[src/rtl/sync_ram_dualport_clr.sv]
// rtl/sync_ram_dualport_clr.sv - simple dual-port RAM with registered read and clear sweep (optional macro SYNC_RAM_PARITY_EN)
module sync_ram_dualport_clr #(
    parameter int DATA_W = 16,
    parameter int DEPTH  = 8,
    parameter int ADDR_W = $clog2(DEPTH)
) (
    input  logic              clk,
    input  logic              rst_n,
    input  logic              clr,
    output logic              busy,
    input  logic              wr_en,
    input  logic [ADDR_W-1:0] wr_addr,
    input  logic [DATA_W-1:0] wr_data,
    input  logic              rd_en,
    input  logic [ADDR_W-1:0] rd_addr,
    output logic [DATA_W-1:0] rd_data,
    output logic              rd_valid,
    output logic              parity_err
);

`ifdef SYNC_RAM_PARITY_EN
    // Parity bit sits above the data bits in each stored word.
    localparam int MEM_W = DATA_W + 1;
`else
    localparam int MEM_W = DATA_W;
`endif

    localparam logic [ADDR_W:0]   DEPTH_X  = (ADDR_W + 1)'(DEPTH);
    localparam logic [ADDR_W-1:0] LAST_PTR = ADDR_W'(DEPTH - 1);

    typedef enum logic {
        CLEAR,
        IDLE
    } state_t;

    state_t            state_q, state_d;
    logic [ADDR_W-1:0] ptr_q, ptr_d;

    logic [MEM_W-1:0]  mem_q [DEPTH];

    logic              mem_we;
    logic [ADDR_W-1:0] mem_waddr;
    logic [MEM_W-1:0]  mem_wdata;

    logic              wr_in_range;
    logic              rd_in_range;
    logic              rd_fire;
    logic [MEM_W-1:0]  rd_word;

    logic [DATA_W-1:0] rd_data_q;
    logic              rd_valid_q;

    // Addresses at or above DEPTH exist only when DEPTH is not a power of two.
    assign wr_in_range = ({1'b0, wr_addr} < DEPTH_X);
    assign rd_in_range = ({1'b0, rd_addr} < DEPTH_X);
    assign rd_fire     = (state_q == IDLE) && rd_en;
    assign rd_word     = rd_in_range ? mem_q[rd_addr] : '0;
    assign busy        = (state_q == CLEAR);

    // Next state and the single memory write port, shared by the sweep and user writes.
    always_comb begin
        state_d   = state_q;
        ptr_d     = ptr_q;
        mem_we    = 1'b0;
        mem_waddr = wr_addr;
        mem_wdata = '0;
        case (state_q)
            CLEAR: begin
                mem_we    = 1'b1;
                mem_waddr = ptr_q;
                mem_wdata = '0;
                if (ptr_q == LAST_PTR) begin
                    state_d = IDLE;
                    ptr_d   = '0;
                end else begin
                    ptr_d = ptr_q + ADDR_W'(1);
                end
            end
            default: begin
                if (wr_en && wr_in_range) begin
                    mem_we    = 1'b1;
                    mem_waddr = wr_addr;
`ifdef SYNC_RAM_PARITY_EN
                    mem_wdata = {^wr_data, wr_data};
`else
                    mem_wdata = wr_data;
`endif
                end
                if (clr) begin
                    state_d = CLEAR;
                    ptr_d   = '0;
                end
            end
        endcase
    end

    // Sweep state and pointer; reset starts a fresh sweep from address 0.
    always_ff @(posedge clk or negedge rst_n) begin
        if (!rst_n) begin
            state_q <= CLEAR;
            ptr_q   <= '0;
        end else begin
            state_q <= state_d;
            ptr_q   <= ptr_d;
        end
    end

    // Storage array, deliberately without reset; the sweep does the clearing.
    always_ff @(posedge clk) begin
        if (mem_we) begin
            mem_q[mem_waddr] <= mem_wdata;
        end
    end

    // Registered read port; sampling before the write lands gives read-first behaviour.
    always_ff @(posedge clk or negedge rst_n) begin
        if (!rst_n) begin
            rd_data_q  <= '0;
            rd_valid_q <= 1'b0;
        end else begin
            rd_valid_q <= rd_fire;
            if (rd_fire) begin
                rd_data_q <= rd_word[DATA_W-1:0];
            end
        end
    end

    assign rd_data  = rd_data_q;
    assign rd_valid = rd_valid_q;

`ifdef SYNC_RAM_PARITY_EN
    logic perr_q;

    // Parity check travels with the read data and is only meaningful with rd_valid.
    always_ff @(posedge clk or negedge rst_n) begin
        if (!rst_n) begin
            perr_q <= 1'b0;
        end else begin
            perr_q <= rd_fire && rd_in_range && (^rd_word);
        end
    end

    assign parity_err = perr_q;
`else
    assign parity_err = 1'b0;
`endif

endmodule

[config.mk]
export PLATFORM = sky130hd
export DESIGN_NAME = sync_ram_dualport_clr
export DESIGN_NICKNAME = d
export VERILOG_FILES = /design/src/rtl/sync_ram_dualport_clr.sv
export SDC_FILE = /design/constraint.sdc
export NUM_CORES = 1
export LEC_CHECK = 0
export CAP_MARGIN = 20
export CORE_MARGIN = 2
export CORE_UTILIZATION = 38
export DETAILED_ROUTE_END_ITERATION = 12
export GPL_ROUTABILITY_DRIVEN = 1
export PLACE_DENSITY_LB_ADDON = 0.15
export REMOVE_ABC_BUFFERS = 1
export SYNTH_ARGS = -nofsm -noshare
export SYNTH_HDL_FRONTEND = slang
export SYNTH_SLANG_ARGS = --single-unit
[constraint.sdc]
create_clock -name clk -period 4.6 [get_ports clk]
set_input_delay 0.46 -clock clk [delete_from_list [all_inputs] [get_ports clk]]
set_output_delay 0.46 -clock clk [all_outputs]
set_load 0.01 [all_outputs]
==> results of run 1 <==
-- kinds of logic after synthesis --
logic type,after synthesis,synth area share
flops,149,0.727
other cells,1,0.000624
compound gates,58,0.0817
fa+ha+maj,2,0.00417
buf+inv,25,0.0292
mux,64,0.113
simple gates,56,0.0437
-- per-stage QoR --
stage               hold slack, ps  setup slack, ps  power [mW]  instance area, um2
detailed placement             473             2030        3.01                6630
floorplan                      164             2500        2.54                5850
global route                   447             1730        4.44                7180
global placement               464             2080        2.97                6630
CTS                            428             1850        4.29                7180
finish                         421             1860        4.24                7180
-- where the power goes --
group	total [mW]	internal [mW]	switching, mW
Sequential	2.05	1.91	0.137
Combinational	0.907	0.391	0.516
Clock	1.28	0.781	0.502
Total	4.24	3.08	1.15
-- layer usage --
layer | up-vias | track usage | wire length, um
li1 | 1495 | - | -
met1 | 1625 | 0.218 | 6070
met2 | 65 | 0.244 | 5990
met3 | 9 | 0.0353 | 380
met4 | 0 | 0.0651 | 106
met5 | - | 0 | 0
-- cells in the mapped netlist --
library cell  instances
edfxtp_1            128
mux2_2               32
mux2i_1              32
nand2_1              23
dfrtp_1              21
and3_1               17
a22o_1               16
o22ai_1              16
nor2_1               12
o31ai_2              11
clkbuf_1              9
o31ai_1               5
buf_6                 4
inv_1                 4
buf_2                 3
a21oi_1               2
a32oi_1               2
buf_12                2
ha_1                  2
nor2b_1               2
o2bb2ai_1             2
a22oi_1               1
a2bb2oi_1             1
buf_1                 1
buf_4                 1
buf_8                 1
conb_1                1
nand2b_1              1
o21ai_0               1
o22a_1                1
or3_1                 1
-- cells in the final DEF (no fill, tap or decap) --
master and count:
edfxtp_1 128, clkdlybuf4s50_1 43, mux2_2 32, mux2i_1 32, nand2_1 23, dfrtp_1 21
and3_1 17, clkbuf_16 17, o22ai_1 16, a22o_1 16, nor2_1 11, o31ai_2 11
buf_4 11, clkinv_2 7, o31ai_1 5, inv_1 4, clkinv_1 4, a21oi_1 2
a32oi_1 2, o2bb2ai_1 2, ha_1 2, bufinv_16 2, nor2b_1 1, a2bb2oi_1 1
o22a_1 1, a22oi_1 1, nand2b_1 1, nor2b_2 1, nor2_2 1, or3_1 1
o21ai_0 1, conb_1 1, clkbuf_1 1, clkinvlp_4 1, buf_2 1
-- layout make-up --
| type | count | area (um2) | area share |
|---|---|---|---|
| well taps | 211 | 264 | 0.0368 |
| clock inverters | 14 | 118 | 0.0164 |
| repair buffers | 55 | 518 | 0.0721 |
| inverters | 4 | 15.0 | 0.00209 |
| multi-input cells | 181 | 1470 | 0.204 |
| flip-flops and latches | 149 | 4370 | 0.608 |
| clock buffers | 18 | 429 | 0.0598 |
-- critical path: stages, from the launching register on --
cell and delay (ps):
dfrtp_1 1020, inv_1 280, clkdlybuf4s50_1 560
-- worst max path at each step --
stage                       endpoint
6_report                        busy
5_1_grt                         busy
4_1_cts                         busy
3_5_place_dp   mem_q[7][4]$_DFFE_PP_
3_3_place_gp   mem_q[5][4]$_DFFE_PP_
2_1_floorplan  mem_q[0][0]$_DFFE_PP_
-- sequential cells by signal (all words and copies together), names as in the netlist --
signal / flops
rd_valid: 1
ptr_q: 3
rd_data: 16
mem_q: 128
state_q: 1
==> metrics.md, run 1 <==
| Metric | Value |
|---|---|
| Num ports | `46` |
| Detail Route Antenna Nets | `0` |
| Area grow syn2layout | `19.5%` |
| Startpoint type of the worst setup path | `register` |
| WL/cell | `19.9 um` |
| Yosys cell types | `31` |
| Final WL | `12.5 mm` |
| CTS Buf Count | `17` |
| # hold bufs at CTS | `0` |
| CP Max Fanout | `33` |
| N_diodes | `0` |
| LEAKAGE | `2.65 nW` |
| Initial antenna violation count | `0` |
| Final Util | `0.469` |
| Arr. time, crit path | `2280 ps` |
| Clock skew | `6.47 ps` |
| Reg-to-reg endpoint | `mem_q[7][6]$_DFFE_PP_` |
| Non-filler cells, final | `632` |
| Total negative slack | `0 ps` |
| Mapped cell area | `6010 um2` |
| First-pass detailed-route iteration total | `4` |
| Share of layout cells above drive strength 1 | `0.200` |
| Rel. slew slack | `0.309` |
| # rows | `45` |
| R2R cell count | `4` |
| Fmax | `0.365 GHz` |
| RSZ-0062 raised after global routing | `false` |
| Placer congestion estimate | `0.721` |
| DR DRC count | `0` |
| Average size of a mapped cell | `16.9 um2` |
| CTS tree | `done` |
| Initial core utilization | `0.392` |
| Worst Setup End Kind | `output pin` |
| Die area | `16,800 um2` |
| Die X | `130 um` |
| Chip Height | `130 um` |
| Inst Count DP | `600` |
| Final Setup Violations | `0` |
| GRT Overall Usage | `0.158` |
| Seq/Total Area, Yosys | `0.727` |
| Critical Path RT | `4140 ps` |
| Vias in the first global route | `3,108` |
| Slew @ Worst Pin | `1040 ps` |
| Max Cap Violations | `0` |
| Routed via count | `3,194` |
| Status | `completed` |
| Clock-pin slew on the worst setup and hold paths | `60 ps` |
| Worst skew pair latency | `420 ps` |
| Grt ovf | `0` |
| Largest net degree at the start of global routing | `65` |
| Final hold vios | `0` |
| CTS root buf | `clkbuf_16` |
| Dpl hpwl | `6.94 mm` |
| Power Density | `590 nW/um2` |
| Most area-consuming cells after synthesis | `edfxtp_1 (64%), dfrtp_1 (8.7%), mux2_2 (6.0%), mux2i_1 (5.3%), a22o_1 (2.3%)` |
| Crit Path Class | `reg -> out` |
| Synth warnings | `0` |
| Final nets | `437` |
| Worst min path class | `in -> async` |
| Port Buf Inserts | `44` |
| Avg Vias per Cell | `5.05` |
| Post-CTS Resized | `0` |
| H-tree Lvls | `4` |
| Clock Sinks | `149` |
| Share of the synthesized area in the top cell type | `0.640` |
| Crit path time final | `2740 ps` |
| Period utilisation layout | `0.595` |
| First-pass GRT wire length | `18.7 mm` |
| Crit path launch | `state_q$_DFF_PN0_` |
| Slew Limit Fails | `0` |
| Setup Buffers After CTS | `0` |
| Syn Inst Count | `355` |
| Initial DRC count | `279` |
| Core area | `15,300 um2` |
| Filler cell count | `1,343` |
| Register bit total from synthesis | `149` |
| Clock tree buffer depth | `2` |
| Worst reg-to-reg setup slack | `2310 ps` |
| Reg2reg start | `state_q$_DFF_PN0_` |
| Post-synth top area cell | `edfxtp_1` |
| VDD IR max | `0.000331 V` |
No activity file was read; power rests on OpenSTA's default activity.
==> run 2, diff against run 1 <==
clock period = 2.31 ns   (was 4.6 ns; I/O delays follow)
==> run 2 against run 1 <==
Compared with the run above:
- cell count is 1.9% higher
- die area stayed put
- combinational power is 100% higher
- sequential share of layout area fell by 1.2 points
- largest power group unchanged
==> metrics.md, run 2 (synthesis results as in run 1) <==
| Metric | Value |
|---|---|
| Clock Sinks | `149` |
| Final nets | `449` |
| Arr. time, crit path | `1700 ps` |
| Status | `completed` |
| Die area | `16,800 um2` |
| Routed via count | `3,255` |
| # rows | `45` |
| Clock skew | `13.3 ps` |
| DP Worst Slack | `431 ps` |
| Final hold vios | `0` |
| Avg Vias per Cell | `5.05` |
| Hold slack | `205 ps` |
| Reg2reg start | `state_q$_DFF_PN0_` |
| Startpoint type of the worst setup path | `register` |
| Max Cap Violations | `0` |
| CTS root buf | `clkbuf_16` |
| Final WL | `12.4 mm` |
| N_diodes | `0` |
| Commonest non-fill, non-tap cell in the layout | `edfxtp_1` |
| DR DRC count | `0` |
| H-tree Lvls | `4` |
| Placer congestion estimate | `0.688` |
| Fmax | `0.518 GHz` |
| Final Setup Violations | `0` |
| Worst Setup End Kind | `output pin` |
| Critical Path RT | `2080 ps` |
| Worst reg-to-reg setup slack | `660 ps` |
| GRT Overall Usage | `0.158` |
| Share of layout cells above drive strength 1 | `0.219` |
| Detail Route Antenna Nets | `0` |
| Most frequent cells in the layout | `edfxtp_1 (128), clkdlybuf4s50_1 (43), mux2_2 (32), mux2i_1 (32), nand2_1 (23)` |
| First-pass GRT wire length | `18.8 mm` |
| Area grow syn2layout | `22.0%` |
| Period utilisation layout | `0.835` |
| Clock-pin slew on the worst setup and hold paths | `60 ps` |
| Largest register FFs | `128` |
| Clock tree buffer depth | `2` |
| Largest net degree at the start of global routing | `34` |
| Die X | `130 um` |
| Crit Path Class | `reg -> out` |
| Worst min path class | `in -> async` |
| Final setup margin | `381 ps` |
| CP Capture Point | `busy` |
| Core area | `15,300 um2` |
| R2R cell count | `4` |
| # hold bufs at CTS | `0` |
| VDD IR max | `0.000583 V` |
| LEAKAGE | `2.73 nW` |
| Slew Limit Fails | `0` |
| Initial antenna violation count | `0` |
| RSZ-0062 raised after global routing | `false` |
| Crit path launch | `state_q$_DFF_PN0_` |
| Crit path time final | `1930 ps` |
| Worst skew pair latency | `420 ps` |
| Grt ovf | `0` |
| Initial core utilization | `0.392` |
| Final Util | `0.478` |
| Most flops, register | `mem_q` |
| Setup Buffers After CTS | `0` |
| First-pass detailed-route iteration total | `4` |
| CP Max Fanout | `24` |
| WL/cell | `19.2 um` |
| Filler cell count | `1,342` |
| Initial DRC count | `200` |
| Multi-input gate area | `1460 um2` |
| Total negative slack | `0 ps` |
| CTS Buf Count | `17` |
| Power Total | `8.61 mW` |
| Num ports | `46` |
| CTS tree | `done` |
| Reg-to-reg endpoint | `mem_q[7][12]$_DFFE_PP_` |
| Power Density | `1180 nW/um2` |
| Port Buf Inserts | `44` |
| Register area | `4370 um2` |
| Vias in the first global route | `3,313` |
| Dpl hpwl | `7.47 mm` |
| Chip Height | `130 um` |
==> run 2: cell types whose count changed in the layout (fill, tap and decap cells not counted), sizes merged <==
cell / previous run / this run
bufinv: 2 / 3
buf: 12 / 24
clkinv: 11 / 9
clkbuf: 18 / 19
==> run 2: worst max-delay path, cell delays in order, from the launching register on <==
cell	delay, ps
dfrtp_2	550
inv_1	180
clkdlybuf4s50_1	560
==> run 2: layout make-up <==
class | count | share of cell area
Timing Repair Buffer | 67 | 0.0864
Clock inverter | 13 | 0.0188
Sequential cell | 149 | 0.597
Multi-Input combinational cell | 181 | 0.200
Inverter | 4 | 0.00205
Tap cell | 211 | 0.0360
Clock buffer | 19 | 0.0605
==> run 2: worst min-delay path by stage <==
stage / to
floorplan: ptr_q[0]$_DFFE_PN0P_
global placement: rd_data[7]$_DFFE_PN0P_
detailed placement: rd_data[7]$_DFFE_PN0P_
CTS: rd_data[0]$_DFFE_PN0P_
global route: rd_data[12]$_DFFE_PN0P_
finish: rd_data[1]$_DFFE_PN0P_
==> run 2: where the power goes <==
part / switching (mW) / total, mW / internal (mW) / leakage [nW]
sequential: 0.250 / 4.06 / 3.81 / 1.46
combinational: 1.04 / 1.85 / 0.809 / 0.984
clock: 1.00 / 2.70 / 1.70 / 0.286
total: 2.30 / 8.61 / 6.31 / 2.73
==> run 2: metal layers <==
layer	track usage	vias up	routed length, um
met2	0.241	64	5830
li1	-	1518	-
met5	0	-	0
met3	0.0467	13	443
met1	0.217	1660	5940
met4	0.0582	0	159
==> run 2: through the flow <==
stage | area, um2 | cells
after floorplan | 5850 | 334
after global placement | 6740 | 612
after detailed placement | 6740 | 612
after CTS | 7320 | 644
after global routing | 7330 | 644
final | 7330 | 644
==> run 2: repair_timing <==
item,in CTS,in global routing
endpoints found under the hold margin,0,0
setup endpoints to repair,0,1
gates resized for setup,0,1
==> run 3, diff against run 2 <==
clock period = 1.7 ns   (was 2.31 ns; I/O delays follow)
==> run 3 against run 2 <==
Compared with the run above:
- die area unchanged
- clock skew decreased by 7.9 ps
- sequential share of layout area decreased by 0.90 points
- non-clock buffer count increased by 4
- setup slack got worse by 310 ps
- largest cell class unchanged
==> metrics.md, run 3 (synthesis results as in run 1) <==
| Metric | Value |
|---|---|
| Startpoint type of the worst setup path | `register` |
| Die X | `130 um` |
| Area grow syn2layout | `23.8%` |
| Worst skew pair latency | `420 ps` |
| Num ports | `46` |
| CTS Buf Count | `17` |
| Grt ovf | `0` |
| Vias in the first global route | `3,223` |
| CTS root buf | `clkbuf_16` |
| Largest register FFs | `128` |
| Final hold vios | `0` |
| Reg2reg start | `state_q$_DFF_PN0_` |
| First-pass GRT wire length | `19.0 mm` |
| Filler cell count | `1,340` |
| CP Max Fanout | `16` |
| Largest net degree at the start of global routing | `34` |
| Max Cap Violations | `0` |
| Dpl hpwl | `8.11 mm` |
| Crit path buf inv count | `2` |
| Cell mode on critical path | `nor2_1` |
| CTS tree | `done` |
| Clock-pin slew on the worst setup and hold paths | `60 ps` |
| Most frequent cells in the layout | `edfxtp_1 (128), clkdlybuf4s50_1 (42), mux2_2 (32), mux2i_1 (32), nand2_1 (23)` |
| Fmax | `0.615 GHz` |
| CP top delay family | `flip-flops` |
| Final nets | `453` |
| Placer congestion estimate | `0.748` |
| Most flops, register | `mem_q` |
| Share of layout cells above drive strength 1 | `0.216` |
| DR DRC count | `0` |
| Hold slack | `141 ps` |
| N_diodes | `0` |
| Initial core utilization | `0.392` |
| Critical Path RT | `1820 ps` |
| Register area | `4370 um2` |
| Crit path time final | `1620 ps` |
| Setup Buffers After CTS | `0` |
| Crit Path Class | `reg -> reg` |
| RSZ-0062 raised after global routing | `true` |
| Status | `completed` |
| Power Density | `1560 nW/um2` |
| Initial antenna violation count | `0` |
| Initial DRC count | `275` |
| Chip Height | `130 um` |
| Worst Setup End Kind | `register` |
| WL/cell | `19.5 um` |
| Total negative slack | `0 ps` |
| Detail Route Antenna Nets | `0` |
| First-pass detailed-route iteration total | `5` |
| GRT Overall Usage | `0.160` |
| Worst min path class | `in -> async` |
| Period utilisation layout | `0.956` |
| Die area | `16,800 um2` |
| Slew Limit Fails | `0` |
| Crit path launch | `state_q$_DFF_PN0_` |
| Final WL | `12.6 mm` |
| Arr. time, crit path | `1750 ps` |
| CP max stage cell | `dfrtp_2` |
| LEAKAGE | `2.76 nW` |
| Routed via count | `3,251` |
| H-tree Lvls | `4` |
| # rows | `45` |
| Final Setup Violations | `0` |
| Max stage delay on crit path | `450 ps` |
| CP cell instances | `buf_4 > nor2_1 > a32oi_1 > nor2_1 > buf_12` |
| Core area | `15,300 um2` |
| VDD IR max | `0.000831 V` |
| Port Buf Inserts | `44` |
| Multi-input gate area | `1460 um2` |
| Commonest non-fill, non-tap cell in the layout | `edfxtp_1` |
| Clock tree buffer depth | `2` |
| Clock Sinks | `149` |
| Clock skew | `5.31 ps` |
| Avg Vias per Cell | `5.02` |
[run 3: changes by cell type in the layout (fill, tap and decap cells not counted), sizes merged, moves of 2 or more]
cell,delta
clkbuf,+5
buf,+4
clkinv,-3
bufinv,-2
[run 3: repair_timing]
action,CTS,global route
gates cloned,0,0
setup endpoints to repair,1,16
endpoints found under the hold margin,0,0
gates resized for setup,2,0
hold buffers,0,0
[run 3: path summary, 6_finish.rpt]
kind                                                to  slack [ps]  cells past startpoint
min in group clk                  ptr_q[2]$_DFFE_PN0P_         400                      2
worst min-delay path            rd_data[1]$_DFFE_PN0P_         140                      2
worst max-delay path             mem_q[4][6]$_DFFE_PP_          80                      5
max in group asynchronous            state_q$_DFF_PN0_        1260                      2
worst min register to register  rd_data[4]$_DFFE_PN0P_         470                      2
worst max register to register   mem_q[4][6]$_DFFE_PP_          80                      5
[run 3: cell type report]
class / instances / area share
clock inverter: 7 / 0.00740
sequential: 149 / 0.588
clock buffer: 24 / 0.0634
timing repair buffer: 71 / 0.107
tap: 211 / 0.0355
inverter: 4 / 0.00202
multi-input combinational: 181 / 0.197
[run 3: layer usage]
metal,up-vias,GRT usage,wire [um]
li1,1519,-,-
met1,1629,0.220,5810
met2,85,0.248,5920
met3,18,0.0365,679
met4,0,0.0626,222
met5,-,0,0
[run 3: report_power, final]
part           switching [mW]  internal, mW
clock network            1.29          2.05
registers               0.311          5.17
logic                    1.49          1.28
[run 3: metrics by stage]
step / power, mW / setup WS, ps / area, um2 / std cells / util
global route: 12.2 / -11.0 / 7440 / 647 / 0.486
finish: 11.6 / 75.3 / 7440 / 647 / 0.486
floorplan: 6.88 / -402 / 5850 / 334 / -
CTS: 11.7 / 96.0 / 7440 / 647 / 0.486
detailed placement: 8.38 / -3.51 / 6910 / 616 / 0.451
global placement: 8.32 / -9.68 / 6910 / 616 / 0.451
